[src/rtl/dmem_arbiter_pkg.sv]
// Shared definitions for the two-port data-memory arbiter: FSM encoding,
// port identifiers and the counter sizing helper.
package dmem_arb_pkg;

    typedef enum logic [1:0] {
        IDLE   = 2'd0,
        ACCESS = 2'd1,
        RESP   = 2'd2
    } state_t;

    localparam logic PORT_A = 1'b0;
    localparam logic PORT_B = 1'b1;

    // The counter only needs to hold LATENCY-1; keep it at least one bit wide.
    function automatic int cnt_width(input int latency);
        return (latency > 1) ? $clog2(latency) : 1;
    endfunction

endpackage

[src/rtl/dmem_arbiter_if.sv]
// Bus bundle between the two requesters, the arbiter and Data_Memory.
// The slave modport is the arbiter's view; master is the environment's view.
interface dmem_arbiter_if #(
    parameter int ADDR_W = 32,
    parameter int DATA_W = 32
);

    logic              a_req_i;
    logic              a_we_i;
    logic [ADDR_W-1:0] a_addr_i;
    logic [DATA_W-1:0] a_wdata_i;
    logic              a_ack_o;
    logic [DATA_W-1:0] a_rdata_o;

    logic              b_req_i;
    logic              b_we_i;
    logic [ADDR_W-1:0] b_addr_i;
    logic [DATA_W-1:0] b_wdata_i;
    logic              b_ack_o;
    logic [DATA_W-1:0] b_rdata_o;

    logic [ADDR_W-1:0] mem_addr_o;
    logic [DATA_W-1:0] mem_wdata_o;
    logic              mem_read_o;
    logic              mem_write_o;
    logic [DATA_W-1:0] mem_rdata_i;

    modport slave (
        input  a_req_i, a_we_i, a_addr_i, a_wdata_i,
        output a_ack_o, a_rdata_o,
        input  b_req_i, b_we_i, b_addr_i, b_wdata_i,
        output b_ack_o, b_rdata_o,
        output mem_addr_o, mem_wdata_o, mem_read_o, mem_write_o,
        input  mem_rdata_i
    );

    modport master (
        output a_req_i, a_we_i, a_addr_i, a_wdata_i,
        input  a_ack_o, a_rdata_o,
        output b_req_i, b_we_i, b_addr_i, b_wdata_i,
        input  b_ack_o, b_rdata_o,
        input  mem_addr_o, mem_wdata_o, mem_read_o, mem_write_o,
        output mem_rdata_i
    );

endinterface

[src/rtl/dmem_arbiter_rr_pick2.sv]
// Combinational two-way round-robin pick. With mask_last set, the port named
// by last is excluded (used while that port is still holding req during its ack).
module rr_pick2
    import dmem_arb_pkg::*;
(
    input  logic req_a,
    input  logic req_b,
    input  logic last,
    input  logic mask_last,
    output logic winner,
    output logic valid
);

    logic elig_a;
    logic elig_b;

    assign elig_a = req_a & ~(mask_last & (last == PORT_A));
    assign elig_b = req_b & ~(mask_last & (last == PORT_B));
    assign valid  = elig_a | elig_b;

    always_comb begin
        winner = PORT_A;
        if (elig_a && elig_b) begin
            winner = ~last;
        end else if (elig_b) begin
            winner = PORT_B;
        end
    end

endmodule

[src/rtl/dmem_arbiter.sv]
// Arbiter/sequencer sharing one single-port Data_Memory between the CPU MEM
// stage (port A) and the debug/loader port (port B).
module dmem_arbiter
    import dmem_arb_pkg::*;
#(
    parameter int LATENCY = 2,
    parameter int ADDR_W  = 32,
    parameter int DATA_W  = 32
) (
    input  logic            clk_i,
    input  logic            rst_i,
    dmem_arbiter_if.slave   bus,
    output logic            busy_o,
    output logic            grant_o
);

    localparam int              CNT_W    = cnt_width(LATENCY);
    localparam logic [CNT_W-1:0] CNT_LOAD = CNT_W'(LATENCY - 1);

    state_t            state_q;
    state_t            state_d;
    logic [CNT_W-1:0]  cnt_q;
    logic              cmd_we_q;
    logic [ADDR_W-1:0] cmd_addr_q;
    logic [DATA_W-1:0] cmd_wdata_q;
    logic [DATA_W-1:0] rdata_q;
    logic              grant_q;
    logic              last_grant_q;
    logic              a_ack_q;
    logic              b_ack_q;

    logic pick_last;
    logic pick_mask;
    logic pick_winner;
    logic pick_valid;
    logic load_cmd;
    logic finish;

    // In RESP the port being acked still holds req, so it is masked out.
    assign pick_mask = (state_q == RESP);
    assign pick_last = pick_mask ? grant_q : last_grant_q;

    rr_pick2 u_pick (
        .req_a     (bus.a_req_i),
        .req_b     (bus.b_req_i),
        .last      (pick_last),
        .mask_last (pick_mask),
        .winner    (pick_winner),
        .valid     (pick_valid)
    );

    always_ff @(posedge clk_i or negedge rst_i) begin
        if (!rst_i) begin
            state_q <= IDLE;
        end else begin
            state_q <= state_d;
        end
    end

    always_comb begin
        state_d  = state_q;
        load_cmd = 1'b0;
        finish   = 1'b0;
        unique case (state_q)
            IDLE: begin
                if (pick_valid) begin
                    load_cmd = 1'b1;
                    state_d  = ACCESS;
                end
            end
            ACCESS: begin
                if (cnt_q == '0) begin
                    finish  = 1'b1;
                    state_d = RESP;
                end
            end
            RESP: begin
                if (pick_valid) begin
                    load_cmd = 1'b1;
                    state_d  = ACCESS;
                end else begin
                    state_d = IDLE;
                end
            end
            default: state_d = IDLE;
        endcase
    end

    // Command, counter, grant and read-data registers.
    always_ff @(posedge clk_i or negedge rst_i) begin
        if (!rst_i) begin
            cnt_q        <= '0;
            cmd_we_q     <= 1'b0;
            cmd_addr_q   <= '0;
            cmd_wdata_q  <= '0;
            rdata_q      <= '0;
            grant_q      <= PORT_A;
            last_grant_q <= PORT_B;
            a_ack_q      <= 1'b0;
            b_ack_q      <= 1'b0;
        end else begin
            a_ack_q <= finish && (grant_q == PORT_A);
            b_ack_q <= finish && (grant_q == PORT_B);
            if (load_cmd) begin
                cmd_we_q     <= (pick_winner == PORT_B) ? bus.b_we_i    : bus.a_we_i;
                cmd_addr_q   <= (pick_winner == PORT_B) ? bus.b_addr_i  : bus.a_addr_i;
                cmd_wdata_q  <= (pick_winner == PORT_B) ? bus.b_wdata_i : bus.a_wdata_i;
                cnt_q        <= CNT_LOAD;
                grant_q      <= pick_winner;
                last_grant_q <= pick_winner;
            end else if ((state_q == ACCESS) && (cnt_q != '0)) begin
                cnt_q <= cnt_q - CNT_W'(1);
            end
            if (finish && !cmd_we_q) begin
                rdata_q <= bus.mem_rdata_i;
            end
        end
    end

    // Memory side is driven only in ACCESS so reset drops the strobes at once.
    assign bus.mem_read_o  = (state_q == ACCESS) & ~cmd_we_q;
    assign bus.mem_write_o = (state_q == ACCESS) &  cmd_we_q;
    assign bus.mem_addr_o  = (state_q == ACCESS) ? cmd_addr_q  : '0;
    assign bus.mem_wdata_o = (state_q == ACCESS) ? cmd_wdata_q : '0;

    assign bus.a_ack_o   = a_ack_q;
    assign bus.b_ack_o   = b_ack_q;
    assign bus.a_rdata_o = rdata_q;
    assign bus.b_rdata_o = rdata_q;

    assign busy_o  = (state_q == ACCESS) || (state_q == RESP);
    assign grant_o = grant_q;

endmodule

[src/flat_wrapper.sv]
// flat-port wrapper written by rule: the top's interface ports become plain ports
module dmem_arbiter_flat import dmem_arb_pkg::*;
#(
    parameter int LATENCY = 2,
    parameter int ADDR_W  = 32,
    parameter int DATA_W  = 32
)
  (clk_i, rst_i, busy_o, grant_o, bus_a_req_i, bus_a_we_i, bus_a_addr_i, bus_a_wdata_i, bus_a_ack_o, bus_a_rdata_o, bus_b_req_i, bus_b_we_i, bus_b_addr_i, bus_b_wdata_i, bus_b_ack_o, bus_b_rdata_o, bus_mem_addr_o, bus_mem_wdata_o, bus_mem_read_o, bus_mem_write_o, bus_mem_rdata_i);
  dmem_arbiter_if #(.ADDR_W(ADDR_W), .DATA_W(DATA_W)) bus_i ();
  input  logic clk_i;
  input  logic rst_i;
  output logic busy_o;
  output logic grant_o;
  input wire logic [$bits(bus_i.a_req_i)-1:0] bus_a_req_i;
  input wire logic [$bits(bus_i.a_we_i)-1:0] bus_a_we_i;
  input wire logic [$bits(bus_i.a_addr_i)-1:0] bus_a_addr_i;
  input wire logic [$bits(bus_i.a_wdata_i)-1:0] bus_a_wdata_i;
  output wire logic [$bits(bus_i.a_ack_o)-1:0] bus_a_ack_o;
  output wire logic [$bits(bus_i.a_rdata_o)-1:0] bus_a_rdata_o;
  input wire logic [$bits(bus_i.b_req_i)-1:0] bus_b_req_i;
  input wire logic [$bits(bus_i.b_we_i)-1:0] bus_b_we_i;
  input wire logic [$bits(bus_i.b_addr_i)-1:0] bus_b_addr_i;
  input wire logic [$bits(bus_i.b_wdata_i)-1:0] bus_b_wdata_i;
  output wire logic [$bits(bus_i.b_ack_o)-1:0] bus_b_ack_o;
  output wire logic [$bits(bus_i.b_rdata_o)-1:0] bus_b_rdata_o;
  output wire logic [$bits(bus_i.mem_addr_o)-1:0] bus_mem_addr_o;
  output wire logic [$bits(bus_i.mem_wdata_o)-1:0] bus_mem_wdata_o;
  output wire logic [$bits(bus_i.mem_read_o)-1:0] bus_mem_read_o;
  output wire logic [$bits(bus_i.mem_write_o)-1:0] bus_mem_write_o;
  input wire logic [$bits(bus_i.mem_rdata_i)-1:0] bus_mem_rdata_i;
  assign bus_i.a_req_i = bus_a_req_i;
  assign bus_i.a_we_i = bus_a_we_i;
  assign bus_i.a_addr_i = bus_a_addr_i;
  assign bus_i.a_wdata_i = bus_a_wdata_i;
  assign bus_a_ack_o = bus_i.a_ack_o;
  assign bus_a_rdata_o = bus_i.a_rdata_o;
  assign bus_i.b_req_i = bus_b_req_i;
  assign bus_i.b_we_i = bus_b_we_i;
  assign bus_i.b_addr_i = bus_b_addr_i;
  assign bus_i.b_wdata_i = bus_b_wdata_i;
  assign bus_b_ack_o = bus_i.b_ack_o;
  assign bus_b_rdata_o = bus_i.b_rdata_o;
  assign bus_mem_addr_o = bus_i.mem_addr_o;
  assign bus_mem_wdata_o = bus_i.mem_wdata_o;
  assign bus_mem_read_o = bus_i.mem_read_o;
  assign bus_mem_write_o = bus_i.mem_write_o;
  assign bus_i.mem_rdata_i = bus_mem_rdata_i;
  dmem_arbiter #(.LATENCY(LATENCY), .ADDR_W(ADDR_W), .DATA_W(DATA_W)) u_core (.clk_i(clk_i), .rst_i(rst_i), .bus(bus_i), .busy_o(busy_o), .grant_o(grant_o));
endmodule
[config.mk]
export PLATFORM = sky130hd
export DESIGN_NAME = dmem_arbiter_flat
export DESIGN_NICKNAME = d
export VERILOG_FILES = /design/src/rtl/dmem_arbiter_pkg.sv /design/src/rtl/dmem_arbiter_if.sv /design/src/rtl/dmem_arbiter_rr_pick2.sv /design/src/rtl/dmem_arbiter.sv /design/src/flat_wrapper.sv
export SDC_FILE = /design/constraint.sdc
export NUM_CORES = 1
export LEC_CHECK = 0
export BUFFER_PORTS_ARGS = -buffer_cell sky130_fd_sc_hd__buf_2
export CORE_ASPECT_RATIO = 1.2
export CORE_MARGIN = 1
export CORE_UTILIZATION = 35
export DETAILED_ROUTE_END_ITERATION = 12
export PLACE_DENSITY = 0.73
export RECOVER_POWER = 100
export SKIP_LAST_GASP = 1
export SYNTH_ARGS = -nofsm -noshare
export SYNTH_HDL_FRONTEND = slang
export SYNTH_SLANG_ARGS = --single-unit
[constraint.sdc]
create_clock -name clk_i -period 3.1 [get_ports clk_i]
set_input_delay 0.465 -clock clk_i [delete_from_list [all_inputs] [get_ports clk_i]]
set_output_delay 0.465 -clock clk_i [all_outputs]
set_load 0.01 [all_outputs]
## After elaboration in Yosys (flattened, before gate mapping)

Cells that the tools add are included.

| operators by class | value |
|---|---|
| add/subtract/negate cells | 1 |
| equal/unequal tests | 4 |
| muxes and demuxes | 18 |
| bitwise gates (word level) | 12 |
| reduce and logical (&&, ||, !) cells | 11 |

Operator list:

| cell | number |
|---|---|
| $mux W32 | 4 |
| $mux W1 | 11 |
| $and A1 B1 Y1 | 6 |
| $pmux W2 S3 | 1 |
| $logic_and A1 B1 Y1 | 5 |
| $not A1 Y1 | 5 |
| $mux W2 | 2 |
| $eq A2 B1 Y1 const B | 1 |
| $eq A2 B2 Y1 const B | 1 |
| $logic_not A2 Y1 | 1 |
| $ne A2 B1 Y1 const B | 1 |
| $ne A2 B2 Y1 const B | 1 |
| $reduce_and A2 Y1 | 1 |
| $reduce_bool A2 Y1 | 1 |
| $reduce_or A2 Y1 | 1 |
| $logic_not A1 Y1 | 1 |
| $logic_or A1 B1 Y1 | 1 |
| $or A1 B1 Y1 | 1 |
| $sub A1 B1 Y1 const B | 1 |

| storage, ports and cells | value |
|---|---|
| register bits after elaboration | 104 |
| input port bits | 166 |
| output and inout port bits | 134 |
| word-level logic and storage cells | 56 |

## Longest topological paths before layout

Gate-level depths: netlist of the first run.

| logic depth | value |
|---|---|
| depth in word-level cells | 10 |
| mapped depth | 9 |
| gate-level depth less buffers | 6 |

## Modules after synthesis

A second synthesis of the first run with hierarchy kept.

| second synthesis, totals | value |
|---|---|
| cell total of the unflattened synthesis | 492 |
| area total of the unflattened synthesis | 5,426.5 µm² |

Modules (own cells, without submodules):

| module | instances | cells each | area an instance (µm²) | seq. area each (µm²) |
|---|---|---|---|---|
| dmem_arbiter | 1 | 487 | 5,396.4 | 2,603.7 |
| rr_pick2 | 1 | 5 | 30.0 | 0.0 |

## Least setup slack after synthesis of the first run

OpenSTA, ideal clock, no wires.

| timing path | value |
|---|---|
| path type | register to output |
| start | reg u_core.state_q[1] |
| end | out bus_mem_addr_o[15] |
| arrival time | 1.376 ns |
| data required time | 2.635 ns |
| slack | 1.259 ns |
| stages on the path, launching flop included | 6 |
| buffers on the path | 2 |
| cells stage by stage | dfrtp_1 inv_1 ha_1 clkbuf_1 clkbuf_1 and2_1 |

| between the ends | value |
|---|---|
| longest elaborated chain between the ends | 2 |

RTL lines:

| element | line | text |
|---|---|---|
| start, declared | dmem_arbiter.sv:20 | `state_t state_q;` |
| start signal, assigned | dmem_arbiter.sv:56 | `state_q <= state_d;` |
| $eq A2 B1 Y1 | dmem_arbiter.sv:123 | `assign bus.mem_addr_o = (state_q == ACCESS) ? cmd_addr_q : '0;` |
| $mux W32 | dmem_arbiter.sv:123 |  |
| end, declared | flat_wrapper.sv:26 | `output wire logic [$bits(bus_i.mem_addr_o)-1:0] bus_mem_addr_o;` |

No other way between the ends.

## Worst setup path in the final report of the first run

| timing path | value |
|---|---|
| start | reg u_core.state_q[0] |
| end | reg u_core.cmd_addr_q[28] |

| between the ends | value |
|---|---|
| longest elaborated chain between the ends | 9 |
| elaborated cells on any way between the ends | 18 |
| those cells by class | eq/ne: 1; mux: 6; bitwise: 8; reduce/logical: 3 |

RTL lines:

| element | line | text |
|---|---|---|
| $eq A2 B2 Y1 | dmem_arbiter.sv:40, dmem_arbiter.sv:64 |  |
| $mux W1 | dmem_arbiter.sv:41 | `assign pick_last = pick_mask ? grant_q : last_grant_q;` |
| $not A1 Y1 | dmem_arbiter_rr_pick2.sv:17, dmem_arbiter_rr_pick2.sv:24 |  |
| $and A1 B1 Y1 | dmem_arbiter_rr_pick2.sv:17 | `assign elig_a = req_a & ~(mask_last & (last == PORT_A));` |
| $not A1 Y1 | dmem_arbiter_rr_pick2.sv:17 |  |
| $and A1 B1 Y1 | dmem_arbiter_rr_pick2.sv:17 |  |
| $or A1 B1 Y1 or $logic_and A1 B1 Y1 (tied branches) | dmem_arbiter_rr_pick2.sv:19, dmem_arbiter_rr_pick2.sv:23 |  |
| $mux W1, on equally long branches | dmem_arbiter.sv:66, dmem_arbiter.sv:78, dmem_arbiter_rr_pick2.sv:23 |  |
| $mux W1 or $mux W32 (tied branches) | n/a |  |
| end signal, assigned | dmem_arbiter.sv:106 | `cmd_addr_q <= (pick_winner == PORT_B) ? bus.b_addr_i : bus.a_addr_i;` |
| end, declared | dmem_arbiter.sv:24 | `logic [ADDR_W-1:0] cmd_addr_q;` |

Several ways; a longest one is shown, not always the timed one.
A chain may end at the register's enable or synchronous reset.

==> qor.csv, run 1 <==
stage;metric;value;unit
layout;FILL cells;1451;
power_and_ir_drop;maximum VDD drop;0.0003216;V
clock_tree;worst-skew pair later-pin latency;0.35;ns
worst_setup_path;CP startpoint kind;flip-flop;
layout;storage element area;2604;µm²
global_routing;initial antenna violation count;0;
global_routing;Congestion Overflow GR;0;
route;number of DRC violations after detailed-routing iteration 0;133;
clock_tree;hold buffers post-CTS;0;
yosys;number of flops mapped to enable cells by yosys;0;
yosys;Mapped Cells;491;
yosys;Netlist cell types;23;
power_and_ir_drop;Clk pwr share;17.9;%
yosys;area leader, netlist;dfrtp_1;
placement;HPWL reported at the end of detailed placement;10050;µm
placement;routability cong.;0.7442;
route;Routed wire per std cell;14.08;µm
global_routing;via count of the first global-routing pass;4114;
layout;Synth-to-Final Area Change;30.10;%
worst_setup_path;Worst Path Required;3.28;ns
power_and_ir_drop;Pint;3851;µW
power_and_ir_drop;Seq pwr share;37.5;%
floorplanning;I/O Pins;300;
yosys;Synth top area share;49.33;%
worst_setup_path;Critical Path Fanout Max;43;
route;Pre-Repair DR Iteration Count;4;
yosys;net count after synthesis;662;
layout;Multi-input gate area;2202;µm²
timing;setup TNS;0;ns
yosys;top-count cell post-synth;dfrtp_1;
layout;Nets;916;
timing;final setup vio count;0;
timing;Slew HR;1.402;%
min_path;Hold Path Class;primary input to asynchronous set/reset pin;
global_routing;GRT Resource Usage Total;17.19;%
clock_tree;H-Tree Depth;3;
power_and_ir_drop;leakage;0.003431;µW
timing;fmax;385.7;MHz
worst_setup_path;Worst Reg2Reg Path Length in Cells;6;
timing;Period Utilization, post-route;83.64;%
global_routing;largest net degree at the start of global routing;65;
yosys;top post-synthesis cells by area;dfrtp_1 (49%), mux2i_1 (13%), and2_1 (7.8%);
timing;worst-margin pin slew;1.479;ns
layout;Layout Cells excl Fill;950;
flow_run;max cap viols;0;
power_and_ir_drop;P_sw;2630;µW
worst_setup_path;critical path type;flip-flop to flip-flop;
timing;Max Slew Vio Count;0;
placement;dpl cells;934;
worst_setup_path;crit path DAT;2.77;ns
worst_setup_path;worst reg2reg setup slack;0.51;ns
placement;IO buf count;299;
layout;ant diodes;0;
route;ANT nets after route;0;
timing;min Tclk post-route;2.593;ns
timing;Worst Skew;0.009540;ns
clock_tree;cell at the root of the clock tree;clkbuf_16;
worst_setup_path;worst reg2reg startpoint;u_core.state_q[0];
yosys;mapped cell area;5225;µm²
yosys;Synth top cells by count;dfrtp_1 (103), nand2_1 (71), mux2i_1 (66);
clock_tree;postcts setup bufs;0;
floorplanning;core area;14470;µm²
floorplanning;# rows;48;
clock_tree;CTS tree;built;
floorplanning;Die Height;135.8;µm
power_and_ir_drop;Comb power frac;44.6;%
route;vias per cell;4.529;
global_routing;first-pass GRT wire length;20440;µm
yosys;synth warn;0;
power_and_ir_drop;Sw Share;40.58;%
clock_tree;Clock transition at path regs;0.07;ns
route;via count;4303;
route;final WL;13380;µm
clock_tree;CTS buffer count;9;
yosys;asr flop ratio synth;100.0;%
worst_setup_path;crit end category;flip-flop;
clock_tree;post-CTS resize count;0;
clock_tree;# clock sinks;104;
layout;share of cells above drive strength 1;33.47;%
yosys;synthesized flop and latch total;104;
clock_tree;CTS Buffer Depth;2;
floorplanning;initial core utilization;36.10;%
yosys;Synth Area per Inst;10.64;µm²
floorplanning;die width;113.5;µm
worst_setup_path;reg2reg end;u_core.cmd_addr_q[28];
yosys;register area share after synthesis;49.83;%
yosys;Post-synth top flop;dfrtp_1;
timing;RSZ-0062 raised after global routing;no;
power_and_ir_drop;Pwr Density;953.4;nW/µm²
worst_setup_path;beginning of the critical path;u_core.state_q[0];
outcome;status;completed;
timing;count of final hold-check violations;0;
route;DRC viols;0;
floorplanning;DIE AREA;15420;µm²
metal layers:
layer | up-vias | part of all wire (%) | track usage [%]
met5 | - | 0 | 0
met3 | 18 | 8.0 | 5.395
met4 | 0 | 1.5 | 5.994
met2 | 195 | 51 | 30.39
met1 | 1972 | 39 | 19.45
li1 | 2118 | - | -
area by class of cell:
class                   instances  share of cell area, %
flip-flops and latches        104                  38.30
multi-input cells             320                  32.39
repair buffers                307                  21.00
well taps                     200                  3.681
clock buffers                   9                  3.313
clock inverters                 7                  1.141
inverters                       3                 0.1657
cells by family after synthesis:
family                   after synthesis  synth area share [%]
adder cells (fa/ha/maj)                5                 1.197
buffers and inverters                 67                 8.261
multiplexers                          99                 19.76
flip-flops                           104                 49.83
AO/OA/AOI/OAI                         73                 7.447
AND/OR/NAND/NOR                      143                 13.51
worst max-delay path, stage by stage (launching register included):
cell and delay (ns):
dfrtp_1 0.41, inv_1 0.08, ha_1 0.28, o211ai_4 0.46, clkbuf_4 0.73, mux2i_1 0.30, o21ai_0 0.11
flip-flops by register name, summed over array words and instances (netlist names):
name,flops
u_core.bus.a_rdata_o,32
u_core.cmd_addr_q,32
u_core.cmd_wdata_q,32
u_core.state_q,2
u_core.bus.a_ack_o,1
u_core.bus.b_ack_o,1
u_core.cmd_we_q,1
u_core.cnt_q,1
u_core.grant_o,1
u_core.last_grant_q,1
metrics by stage:
step	hold slack [ns]	area [µm²]	total power, µW	worst slack [ns]	utilization (%)
6_report	0.1106	6798	6481	0.5070	46.97
5_1_grt	0.1486	6798	7011	0.3593	46.97
4_1_cts	0.1331	6982	6823	0.7109	48.24
3_5_place_dp	0.4564	6679	5638	0.9187	46.14
3_3_place_gp	0.4526	6679	5546	0.9930	46.14
2_1_floorplan	0.1694	5225	4689	1.259	-
power by group through the flow:
stage               Clock (µW)  Combinational (µW)  Sequential, µW
finish                    1160                2890            2430
global route              1260                3230            2520
CTS                       1210                3200            2420
detailed placement           0                3190            2440
global placement             0                3140            2410
floorplan                    0                2230            2460
cell usage in the layout (no fill, tap or decap), types with 3 or more instances in the layout:
master,count
buf_2,189
mux2_2,33
buf_4,4
and2_1,41
o21ai_0,64
and2_0,24
nor2_1,3
nand2_1,71
o21ai_1,4
inv_1,3
dfrtp_1,103
clkbuf_1,109
ha_1,5
mux2i_1,66
clkbuf_16,9
clkbuf_2,3
worst max path at each step:
| stage | end | slack [ns] |
|---|---|---|
| global route | u_core.cmd_addr_q[28] | 0.36 |
| CTS | bus_mem_addr_o[23] | 0.71 |
| detailed placement | u_core.cmd_addr_q[28] | 0.92 |
| finish | u_core.cmd_addr_q[28] | 0.51 |
| floorplan | bus_mem_addr_o[15] | 1.26 |
| global placement | u_core.cmd_addr_q[28] | 0.99 |
(Power assumes the default switching activity.)
==> run 2, diff against run 1 <==
--- a/config.mk
+++ b/config.mk
@@ -10,7 +10,7 @@
 export CORE_MARGIN = 1
 export CORE_UTILIZATION = 35
 export DETAILED_ROUTE_END_ITERATION = 12
-export PLACE_DENSITY = 0.73
+export PLACE_DENSITY = 0.76
 export RECOVER_POWER = 100
 export SKIP_LAST_GASP = 1
 export SYNTH_ARGS = -nofsm -noshare
==> constraint.sdc (replaced) <==
create_clock -name clk_i -period 2.15 [get_ports clk_i]
set_input_delay 0.3225 -clock clk_i [delete_from_list [all_inputs] [get_ports clk_i]]
set_output_delay 0.3225 -clock clk_i [all_outputs]
set_load 0.01 [all_outputs]
==> qor.csv, run 2 (synthesized netlist as in run 1, its figures left out) <==
stage;metric;value;unit
outcome;status;completed;
clock_tree;worst-skew pair later-pin latency;0.35;ns
route;DRC viols;0;
route;number of DRC violations after detailed-routing iteration 0;135;
layout;Multi-input gate area;2217;µm²
power_and_ir_drop;P_sw;3776;µW
flow_run;max cap viols;0;
floorplanning;die width;113.5;µm
clock_tree;CTS buffer count;9;
global_routing;initial antenna violation count;0;
power_and_ir_drop;leakage;0.003861;µW
floorplanning;# rows;48;
global_routing;via count of the first global-routing pass;4277;
layout;Final Cell Area;7043;µm²
clock_tree;Clock transition at path regs;0.08;ns
clock_tree;CTS tree;built;
power_and_ir_drop;Total Power;9789;µW
clock_tree;cell at the root of the clock tree;clkbuf_16;
min_path;Hold Path Class;primary input to flip-flop;
route;vias per cell;4.566;
power_and_ir_drop;Pint;6013;µW
power_and_ir_drop;Pwr Density;1390;nW/µm²
route;routed wl met2;6913;µm
power_and_ir_drop;Sw Share;38.57;%
placement;HPWL reported at the end of detailed placement;10190;µm
timing;Slew HR;15.90;%
timing;Period Utilization, post-route;95.08;%
global_routing;largest net degree at the start of global routing;103;
route;Routed wire per std cell;13.88;µm
layout;Nets;920;
min_path;hold_sp;bus_mem_rdata_i[30];
placement;DP Area;6714;µm²
timing;final worst slack;0.1058;ns
placement;routability cong.;0.7429;
layout;ant diodes;0;
layout;share of cells above drive strength 1;48.21;%
timing;Max Slew Vio Count;0;
clock_tree;CTS Buffer Depth;2;
power_and_ir_drop;Seq pwr share;35.6;%
timing;fmax;489.2;MHz
route;via count;4351;
floorplanning;initial core utilization;36.10;%
worst_setup_path;beginning of the critical path;u_core.state_q[1];
worst_setup_path;worst path cell trace;inv_1, ha_2, buf_6, and2_1, buf_2;
worst_setup_path;Critical Path Fanout Max;35;
power_and_ir_drop;Clk pwr share;18.1;%
timing;RSZ-0062 raised after global routing;yes;
global_routing;GRT Resource Usage Total;17.02;%
route;Pre-Repair DR Iteration Count;4;
timing;worst-margin pin slew;1.261;ns
layout;storage element area;2604;µm²
power_and_ir_drop;maximum VDD drop;0.0005725;V
route;M1 WL;5092;µm
floorplanning;core area;14470;µm²
global_routing;first-pass GRT wire length;20230;µm
worst_setup_path;CP startpoint kind;flip-flop;
floorplanning;Die Height;135.8;µm
power_and_ir_drop;Comb power frac;46.3;%
route;ANT nets after route;0;
worst_setup_path;critical path type;flip-flop to primary output;
layout;most frequent cells in the layout;buf_2 (298), dfrtp_1 (103), nand2_1 (71), mux2i_1 (66), and2_1 (65);
worst_setup_path;largest stage delay on the critical path;0.42;ns
layout;fin util;48.66;%
placement;IO buf count;299;
layout;Synth-to-Final Area Change;34.79;%
timing;Worst Skew;0.01150;ns
timing;min Tclk post-route;2.044;ns
worst_setup_path;Top delay family on crit path;buffers and inverters;
route;final WL;13230;µm
floorplanning;DIE AREA;15420;µm²
global_routing;Congestion Overflow GR;0;
worst_setup_path;worst path buffer plus inverter count;3;
worst_setup_path;Slowest cell on crit path;dfrtp_1;
route;met3 wire len;890;µm
worst_setup_path;worst reg2reg startpoint;u_core.state_q[0];
floorplanning;I/O Pins;300;
clock_tree;H-Tree Depth;3;
timing;count of final hold-check violations;0;
layout;commonest non-fill, non-tap cell in the layout;buf_2;
timing;final setup vio count;0;
placement;DP Worst Slack;0.2012;ns
worst_setup_path;crit path DAT;1.72;ns
worst_setup_path;Worst Path Required;1.83;ns
worst_setup_path;crit end category;primary output;
clock_tree;# clock sinks;104;
route;highest metal used;met4;
layout;FILL cells;1418;
run 2: cell count changes in the layout (fill, tap and decap cells not counted), sizes merged:
cell / previous run / this run
clkinv: 3 / 0
buf: 194 / 307
dlygate4sd3: 0 / 1
bufinv: 1 / 2
clkinvlp: 1 / 2
clkbuf: 122 / 12
run 2: what timing repair did:
| item | CTS | global route |
|---|---|---|
| resized for setup | 0 | 2 |
| buffers inserted | 0 | 0 |
| endpoints found under the setup margin | 0 | 66 |
| endpoints found under the hold margin | 19 | 0 |
| hold buffers | 1 | 0 |
run 2: power groups by stage:
stage | registers (µW) | logic [µW] | clock network (µW)
final | 3480 | 4540 | 1770
after global routing | 3600 | 5080 | 1910
after CTS | 3490 | 4620 | 1830
after detailed placement | 3530 | 4610 | 0
after global placement | 3470 | 4510 | 0
after floorplan | 3550 | 3210 | 0
run 2: area by class of cell:
cell class                 instances  area share [%]
timing repair buffer             311           23.33
inverter                           3          0.1599
sequential                       104           36.97
clock inverter                     6           1.315
multi-input combinational        320           31.48
tap                              200           3.553
clock buffer                       9           3.198
run 2: routing by layer:
metal	track usage (%)	vias up
met5	0	-
met4	8.114	0
met3	3.745	24
met2	32.32	193
met1	17.56	2010
li1	-	2124
run 2: worst paths after layout:
check                      slack (ns)  cells past startpoint                        to
max                              0.11                      5        bus_mem_wdata_o[2]
min                              0.21                      2  u_core.bus.a_rdata_o[30]
max reg2reg                      0.24                      7    u_core.cmd_wdata_q[21]
min reg2reg                      0.47                      2     u_core.cmd_wdata_q[7]
max in group asynchronous        0.34                      3      u_core.cmd_addr_q[2]
min in group asynchronous        0.78                      2     u_core.cmd_addr_q[25]
run 2: metrics by stage:
| step | hold slack, ns | TNS, ns | std cells |
|---|---|---|---|
| final | 0.2069 | 0 | 953 |
| after global routing | 0.1939 | -0.01632 | 953 |
| after CTS | 0.1892 | 0 | 953 |
| after detailed placement | 0.2362 | 0 | 937 |
| after global placement | 0.2342 | 0 | 937 |
| after floorplan | 0.02691 | 0 | 491 |
